<file path="config.mk">
export PLATFORM = sky130hd
export DESIGN_NAME = cfu_issue
export DESIGN_NICKNAME = d
export VERILOG_FILES = /design/src/rtl/cfu_pkg.sv /design/src/rtl/cfu_perf_counter.sv /design/src/rtl/cfu_issue.sv
export SDC_FILE = /design/constraint.sdc
export NUM_CORES = 1
export LEC_CHECK = 0
export CORE_MARGIN = 10
export CORE_UTILIZATION = 46
export CTS_CLUSTER_SIZE = 14
export DETAILED_ROUTE_END_ITERATION = 6
export GPL_ROUTABILITY_DRIVEN = 0
export PLACE_DENSITY = 0.86
export SKIP_LAST_GASP = 1
export SYNTH_ARGS = -nofsm -noshare
export SYNTH_HDL_FRONTEND = slang
export SYNTH_SLANG_ARGS = --single-unit
export TNS_END_PERCENT = 5
</file>
<file path="constraint.sdc">
create_clock -name clk_i -period 12.4 [get_ports clk_i]
set_input_delay 1.86 -clock clk_i [delete_from_list [all_inputs] [get_ports clk_i]]
set_output_delay 1.86 -clock clk_i [all_outputs]
set_load 0.05 [all_outputs]
</file>
<file path="src/rtl/cfu_pkg.sv">
// Shared types and instruction-field positions for the CFU issue/writeback sequencer.
package cfu_pkg;

    typedef enum logic [1:0] {
        ST_IDLE = 2'd0,
        ST_EXEC = 2'd1,
        ST_WB   = 2'd2
    } cfu_state_e;

    localparam logic [6:0] OPC_CUSTOM0 = 7'b0001011;

    localparam int OPC_LSB = 0;
    localparam int OPC_MSB = 6;
    localparam int RD_LSB  = 7;
    localparam int RD_MSB  = 11;
    localparam int F3_LSB  = 12;
    localparam int F3_MSB  = 14;
    localparam int F7_LSB  = 25;
    localparam int F7_MSB  = 31;

endpackage

</file>
<file path="src/rtl/cfu_perf_counter.sv">
// 32-bit event counter that wraps from all-ones back to zero.
module cfu_perf_counter (
    input  logic        clk_i,
    input  logic        rst_i,
    input  logic        inc_i,
    output logic [31:0] cnt_o
);

    logic [31:0] cnt_q;

    always_ff @(posedge clk_i or posedge rst_i) begin
        if (rst_i) begin
            cnt_q <= '0;
        end else if (inc_i) begin
            cnt_q <= cnt_q + 32'd1;
        end
    end

    assign cnt_o = cnt_q;

endmodule

</file>
<file path="src/rtl/cfu_issue.sv">
// Issue/writeback sequencer: holds one custom instruction stable for the CFU,
// pulses its enable, waits out stall and hands the result to writeback.
//   state   | meaning
//   IDLE    | ready for a new instruction
//   EXEC    | CFU operating; enable pulsed in first cycle, waiting on stall
//   WB      | result (or opcode error) offered to writeback
module cfu_issue
    import cfu_pkg::*;
#(
    parameter logic [6:0] OPCODE = OPC_CUSTOM0
) (
    input  logic        clk_i,
    input  logic        rst_i,
    input  logic        req_valid_i,
    output logic        req_ready_o,
    input  logic [31:0] ir_i,
    input  logic [31:0] rs1_data_i,
    input  logic [31:0] rs2_data_i,
    output logic        cfu_en_o,
    output logic [2:0]  cfu_funct3_o,
    output logic [6:0]  cfu_funct7_o,
    output logic [31:0] cfu_src1_o,
    output logic [31:0] cfu_src2_o,
    input  logic        cfu_stall_i,
    input  logic [31:0] cfu_rslt_i,
    output logic        wb_valid_o,
    input  logic        wb_ready_i,
    output logic [4:0]  wb_rd_o,
    output logic [31:0] wb_data_o,
    output logic        wb_err_o,
    output logic [31:0] op_count_o,
    output logic [31:0] stall_cycles_o
);

    cfu_state_e  state_q;
    logic        en_q;
    logic [2:0]  funct3_q;
    logic [6:0]  funct7_q;
    logic [31:0] src1_q;
    logic [31:0] src2_q;
    logic [4:0]  rd_q;
    logic        wb_valid_q;
    logic [31:0] wb_data_q;
    logic        wb_err_q;
    logic        op_inc;
    logic        stall_inc;
    logic        unused_ir;

    // Register-index fields are decoded upstream; only funct/rd/opcode matter here.
    assign unused_ir = ^ir_i[24:15];

    always_ff @(posedge clk_i or posedge rst_i) begin
        if (rst_i) begin
            state_q    <= ST_IDLE;
            en_q       <= 1'b0;
            funct3_q   <= '0;
            funct7_q   <= '0;
            src1_q     <= '0;
            src2_q     <= '0;
            rd_q       <= '0;
            wb_valid_q <= 1'b0;
            wb_data_q  <= '0;
            wb_err_q   <= 1'b0;
        end else begin
            case (state_q)
                ST_IDLE: begin
                    if (req_valid_i) begin
                        funct3_q <= ir_i[F3_MSB:F3_LSB];
                        funct7_q <= ir_i[F7_MSB:F7_LSB];
                        rd_q     <= ir_i[RD_MSB:RD_LSB];
                        src1_q   <= rs1_data_i;
                        src2_q   <= rs2_data_i;
                        if (ir_i[OPC_MSB:OPC_LSB] == OPCODE) begin
                            state_q  <= ST_EXEC;
                            en_q     <= 1'b1;
                            wb_err_q <= 1'b0;
                        end else begin
                            state_q    <= ST_WB;
                            wb_valid_q <= 1'b1;
                            wb_err_q   <= 1'b1;
                            wb_data_q  <= '0;
                        end
                    end
                end
                ST_EXEC: begin
                    en_q <= 1'b0;
                    if (!cfu_stall_i) begin
                        wb_data_q  <= cfu_rslt_i;
                        wb_valid_q <= 1'b1;
                        state_q    <= ST_WB;
                    end
                end
                ST_WB: begin
                    if (wb_ready_i) begin
                        wb_valid_q <= 1'b0;
                        state_q    <= ST_IDLE;
                    end
                end
                default: begin
                    state_q <= ST_IDLE;
                end
            endcase
        end
    end

    assign op_inc    = (state_q == ST_WB) && wb_ready_i && !wb_err_q;
    assign stall_inc = (state_q == ST_EXEC) && cfu_stall_i;

    cfu_perf_counter u_op_cnt (
        .clk_i (clk_i),
        .rst_i (rst_i),
        .inc_i (op_inc),
        .cnt_o (op_count_o)
    );

    cfu_perf_counter u_stall_cnt (
        .clk_i (clk_i),
        .rst_i (rst_i),
        .inc_i (stall_inc),
        .cnt_o (stall_cycles_o)
    );

    assign req_ready_o  = (state_q == ST_IDLE);
    assign cfu_en_o     = en_q;
    assign cfu_funct3_o = funct3_q;
    assign cfu_funct7_o = funct7_q;
    assign cfu_src1_o   = src1_q;
    assign cfu_src2_o   = src2_q;
    assign wb_valid_o   = wb_valid_q;
    assign wb_rd_o      = rd_q;
    assign wb_data_o    = wb_data_q;
    assign wb_err_o     = wb_err_q;

endmodule

</file>
# Word level (Yosys, flattened, before mapping)
# Cells that the tools add are included.
# totals
out_inout_bits	179
input_bits	133
wordCells	52
reg_bits	180
# classes
n_mux	18
reduce_logical	12
n_eq_ne	8
add_sub_neg	2
# ops
operator	n
32-bit 2-to-1 mux	3
32-bit by 1-bit adder with 32-bit output (second input constant)	2
32-bit case mux with 2 select lines	1
2-bit 2-to-1 mux	4
2-bit != test (second input constant)	4
7-bit by 4-bit == test with 1-bit output (second input constant)	1
1-bit 2-to-1 mux	7
2-bit case mux with 3 select lines	1
3-bit AND reduction	2
5-bit AND reduction	1
4-bit AND reduction	1
1-bit logical AND	3
1-bit case mux with 3 select lines	1
3-bit nonzero test	1
2-bit by 1-bit == test with 1-bit output (second input constant)	1
2-bit == test (second input constant)	1
2-bit logical NOT	1
2-bit by 1-bit != test with 1-bit output (second input constant)	1
1-bit case mux with 2 select lines	1
2-bit AND reduction	1
2-bit nonzero test	1
1-bit logical NOT	1

# Depth between registers and ports, before layout
# depth
ltp_word	4
depth_mapped	6
ltp_nobuf	5

# By module
# A second synthesis with hierarchy kept.
# unflattened
hier_cells	561
hier_area_um2	7776.2
# modules_own_cells
module	cells_per_inst	area_each_um2	instances
cfu_issue	309	4755.8	1
cfu_perf_counter	126	1510.2	2

# Worst setup path before layout
# OpenSTA, ideal clock, no wires.
# synth_path
path_type	input -> register
from	in ir_i[5]
to	reg state_q[1]
arrival_ns	3.047
path_buffers	1
path_stages	5
setup_ns	0.126
path_slack_ns	9.227
cell_sequence	or4b_4 o311ai_2 a21o_4 buf_6 o21ai_0
# synth_via
elab_chain_cells	4
# synth_lines
item	line	source
start: declaration	cfu_issue.sv:16	input logic [31:0] ir_i,
7-bit by 4-bit == test with 1-bit output	cfu_issue.sv:73	if (ir_i[OPC_MSB:OPC_LSB] == OPCODE) begin
2-bit 2-to-1 mux	cfu_issue.sv:73	
2-bit 2-to-1 mux	cfu_issue.sv:67	if (req_valid_i) begin
2-bit case mux with 3 select lines	cfu_issue.sv:65	case (state_q)
end signal: assignment	cfu_issue.sv:74	state_q <= ST_EXEC;
end signal: assignment	cfu_issue.sv:78	state_q <= ST_WB;
end signal: assignment	cfu_issue.sv:90	state_q <= ST_WB;
end: declaration	cfu_issue.sv:35	cfu_state_e state_q;
# No other way between the ends. The select of a mux whose other input is x is not followed.
# A chain may end at the register's enable or synchronous reset.

# Worst setup path after layout
# layout_path
from	in req_valid_i
to	reg src1_q[24] (netlist: cfu_src1_o[24])
# layout_via
elab_chain_cells	1
# layout_lines
item	line	source
start: declaration	cfu_issue.sv:14	input logic req_valid_i,
2-bit AND reduction (no line)	--	
end signal: assignment	cfu_issue.sv:71	src1_q <= rs1_data_i;
end: declaration	cfu_issue.sv:39	logic [31:0] src1_q;
# No other way between the ends.

==> impl_table.tex <==
\begin{tabular}{lr}
\hline
Metric & Value \\
\hline
\multicolumn{2}{l}{\textbf{Clocking}} \\
\quad Maximum buffer depth of the clock tree & 2 \\
\quad Resized cells post-CTS & 0 \\
\quad Clock-pin slew on the worst setup and hold paths & 0.06 ns \\
\quad Cell at the root of the clock tree & clkbuf\_16 \\
\quad Number of sinks handled by clock tree synthesis & 180 \\
\quad Maximum level of the CTS H-tree & 4 \\
\quad Total CTS buffers & 17 \\
\quad CTS Hold Buffers Added & 0 \\
\quad Insertion delay to the later sink of the worst-skew pair & $\sim$0.42 ns \\
\quad Post-CTS Setup Repair Bufs & 0 \\
\quad TritonCTS clock tree & done \\
\multicolumn{2}{l}{\textbf{Logic synthesis}} \\
\quad Top cell type's share of synthesized area & 0.616 \\
\quad Yosys cell types & 40 \\
\quad Main flop type after synthesis & dfrtp\_1 \\
\quad Share of synthesized flip-flops with an asynchronous set or reset & 1.00 \\
\quad Total of flip-flops plus latches after synthesis & 180 \\
\quad Sequential-to-total area share from yosys stat & 0.616 \\
\quad Cells taking the most area after synthesis & dfrtp\_1 62\%, mux2\_2 11\%, xnor2\_1 5.3\% \\
\quad Area of the mapped netlist & roughly 7300 um2 \\
\quad Yosys warning count & 0 \\
\quad Number of synthesized flops with an enable pin & 0 \\
\quad Synthesized netlist net count & 662 \\
\quad Number of standard cells after synthesis & approximately 530 \\
\quad Biggest area consumer among synthesized cells & dfrtp\_1 \\
\quad Synthesized area divided by synthesized cell count & between 10 and 15 um2 \\
\multicolumn{2}{l}{\textbf{Finish}} \\
\quad Final-layout fill cell count & 1085 \\
\quad Growth of design area from synthesis to finish & 52.4\% \\
\quad Share of post-route cells with drive strength above 1 & 0.173 \\
\quad Commonest cells after routing, fill and taps aside & 301 x clkdlybuf4s50\_1, 180 x dfrtp\_1, 71 x mux2\_2, 44 x xnor2\_1, 29 x a22o\_2 \\
\quad Number of nets in the finished design & 968 \\
\quad Area of all placed cells without fillers & 11100 um2 \\
\quad Commonest non-fill, non-tap cell in the layout & clkdlybuf4s50\_1 \\
\multicolumn{2}{l}{\textbf{Floorplan}} \\
\quad \# IOs & between 300 and 400 \\
\quad Horizontal extent of the die & approximately 150 um \\
\quad Initial Utilization & 0.465 \\
\quad Row count & 46 \\
\quad DIE HEIGHT & roughly 150 um \\
\quad Die footprint & 21300 um2 \\
\quad Area inside the core boundary & between 15000 and 20000 um2 \\
\multicolumn{2}{l}{\textbf{Critical path}} \\
\quad Worst path required time & between 10 and 15 ns \\
\quad WP data arrival & between 4 and 5 ns \\
\quad Crit. End Element & flop \\
\quad Type of the worst setup path & input pin to flop \\
\quad Maximum fanout along the worst path & 47 \\
\quad Sort of element at the start of the critical path & input pin \\
\multicolumn{2}{l}{\textbf{Global routing}} \\
\quad First-pass GRT wire length & 35400 um \\
\quad Number of global-route vias before repair & approximately 6200 \\
\quad GRT Total Usage & 0.210 \\
\quad Number of antenna violations at the first check in global routing & 4 \\
\quad Largest net degree at the start of global routing & 94 \\
\quad Global route overflow & 0 \\
\multicolumn{2}{l}{\textbf{Run status}} \\
\quad Run status & completed \\
\multicolumn{2}{l}{\textbf{STA}} \\
\quad Transition at the pin with the smallest max-transition slack & roughly 1.1 ns \\
\quad Final count of negative-setup-slack endpoints & 0 \\
\quad Period utilisation layout & 0.331 \\
\quad Number of max-slew violations in the final report & 0 \\
\quad Post-route worst setup slack & 8.30 ns \\
\quad Max-slew headroom & 0.271 \\
\quad Setup repair after global routing missed its margin & false \\
\quad Final worst clock skew & approximately 0.012 ns \\
\quad Worst hold slack after final layout & 0.485 ns \\
\quad Fmax & approximately 240 MHz \\
\quad Minimum clock period & slightly above 4 ns \\
\quad Setup TNS & 0 ns \\
\quad Endpoints failing hold & 0 \\
\multicolumn{2}{l}{\textbf{Power and ir drop}} \\
\quad Leakage & around 0.0047 uW \\
\quad Worst voltage drop across the vdd grid & around 0.10 mV \\
\quad Power density over the cells & 158 nW/um2 \\
\multicolumn{2}{l}{\textbf{Drt}} \\
\quad Post-DRT Antenna Nets & 0 \\
\quad DRC viols & 0 \\
\quad DRT Pass-1 Iters & 5 \\
\quad Detailed Route Iter0 Violations & between 200 and 250 \\
\quad Vias per cell & around 5.2 \\
\quad Wire per inst & about 21 um \\
\quad Drt total wl & about 23000 um \\
\quad Total number of vias & roughly 5500 \\
\multicolumn{2}{l}{\textbf{Min path}} \\
\quad Class of the most critical hold timing path & flop to flop \\
\multicolumn{2}{l}{\textbf{Placed design}} \\
\quad Placement Cell Area & around 11000 um2 \\
\quad Worst slack at placement & around 7.9 ns \\
\quad Number of port buffers & around 300 \\
\quad HPWL Detailed & between 15000 and 20000 um \\
\multicolumn{2}{l}{\textbf{Job}} \\
\quad Reported max-cap violation count & 0 \\
\hline
\end{tabular}
-- through the flow --
stage,instances,total power (uW),util
global route,1066,1820,0.709
CTS,1061,1780,0.708
detailed placement,1030,1230,0.670
finish,1066,1760,0.709
global placement,1030,1210,0.670
floorplan,527,1010,-
-- layer usage --
metal | up-vias | track usage | routed length (um)
li1 | 2502 | - | -
met1 | 2762 | 0.218 | 8190
met2 | 228 | 0.366 | 12100
met3 | 55 | 0.0652 | 1590
met4 | 0 | 0.126 | 1020
met5 | - | 0 | 0
-- worst paths after layout --
check                                                   from                                end  slack [ns]  cells past startpoint
setup reg to reg                      state_q[0]$_DFFE_PP0P_         cfu_src1_o[24]$_DFFE_PP0P_        9.63                      4
hold reg to reg            u_stall_cnt.cnt_o[31]$_DFFE_PP0P_  u_stall_cnt.cnt_o[31]$_DFFE_PP0P_        0.48                      1
max in group asynchronous                              rst_i         cfu_src1_o[13]$_DFFE_PP0P_        8.77                      3
min in group asynchronous                              rst_i         cfu_src1_o[30]$_DFFE_PP0P_        1.98                      2
hold / removal             u_stall_cnt.cnt_o[31]$_DFFE_PP0P_  u_stall_cnt.cnt_o[31]$_DFFE_PP0P_        0.48                      1
setup / recovery                                 req_valid_i         cfu_src1_o[24]$_DFFE_PP0P_        8.30                      5
-- logic make-up after synthesis --
group / after synthesis / share of synthesized area
AOI/OAI and AO/OA: 41 / 0.0534
xor gates and xnor gates: 62 / 0.0743
adders and majority gates: 2 / 0.00342
buffers and inverters: 25 / 0.0197
DFF: 180 / 0.616
muxes: 80 / 0.123
and+or+nand+nor: 137 / 0.110
-- worst max-delay path: stages --
cell and delay, ns:
clkdlybuf4s50_1 0.53, nand2b_1 0.13, nor2_4 0.76, buf_4 0.65, mux2_2 0.42
-- cell usage after synthesis (all sizes together) (2+ instances only) --
cell type,instances
and4,7
clkbuf,3
nor3b,2
nand3b,2
dfrtp,180
nor3,16
nand4,24
nand2b,3
xor2,18
a22o,32
buf,17
nor4,3
nand2,23
nand3,27
inv,5
a21oi,3
nor2,13
xnor2,44
mux2,80
ha,2
and2,2
and3,9
-- power by group --
part	leakage, uW	switching [uW]	total (uW)	internal (uW)
registers	0.00231	39.4	691	651
clock network	0.000291	226	550	323
logic	0.00212	330	524	194
-- state kept, by name, summed over array words and instances (netlist names), 3 cells and up --
name / count
cfu_funct3_o: 3
cfu_src2_o: 32
cfu_funct7_o: 7
wb_rd_o: 5
u_stall_cnt.cnt_o: 32
cfu_src1_o: 32
u_op_cnt.cnt_o: 32
wb_data_o: 32
-- layout make-up --
class	count	area, um2	area share
Timing Repair Buffer	307	3060	0.274
Clock buffer	20	447	0.0401
Clock inverter	11	151	0.0136
Tap cell	216	270	0.0243
Antenna cell	5	12.5	0.00112
Inverter	5	23.8	0.00213
Sequential cell	180	4500	0.404
Multi-Input combinational cell	322	2680	0.240
(Power assumes the default switching activity.)
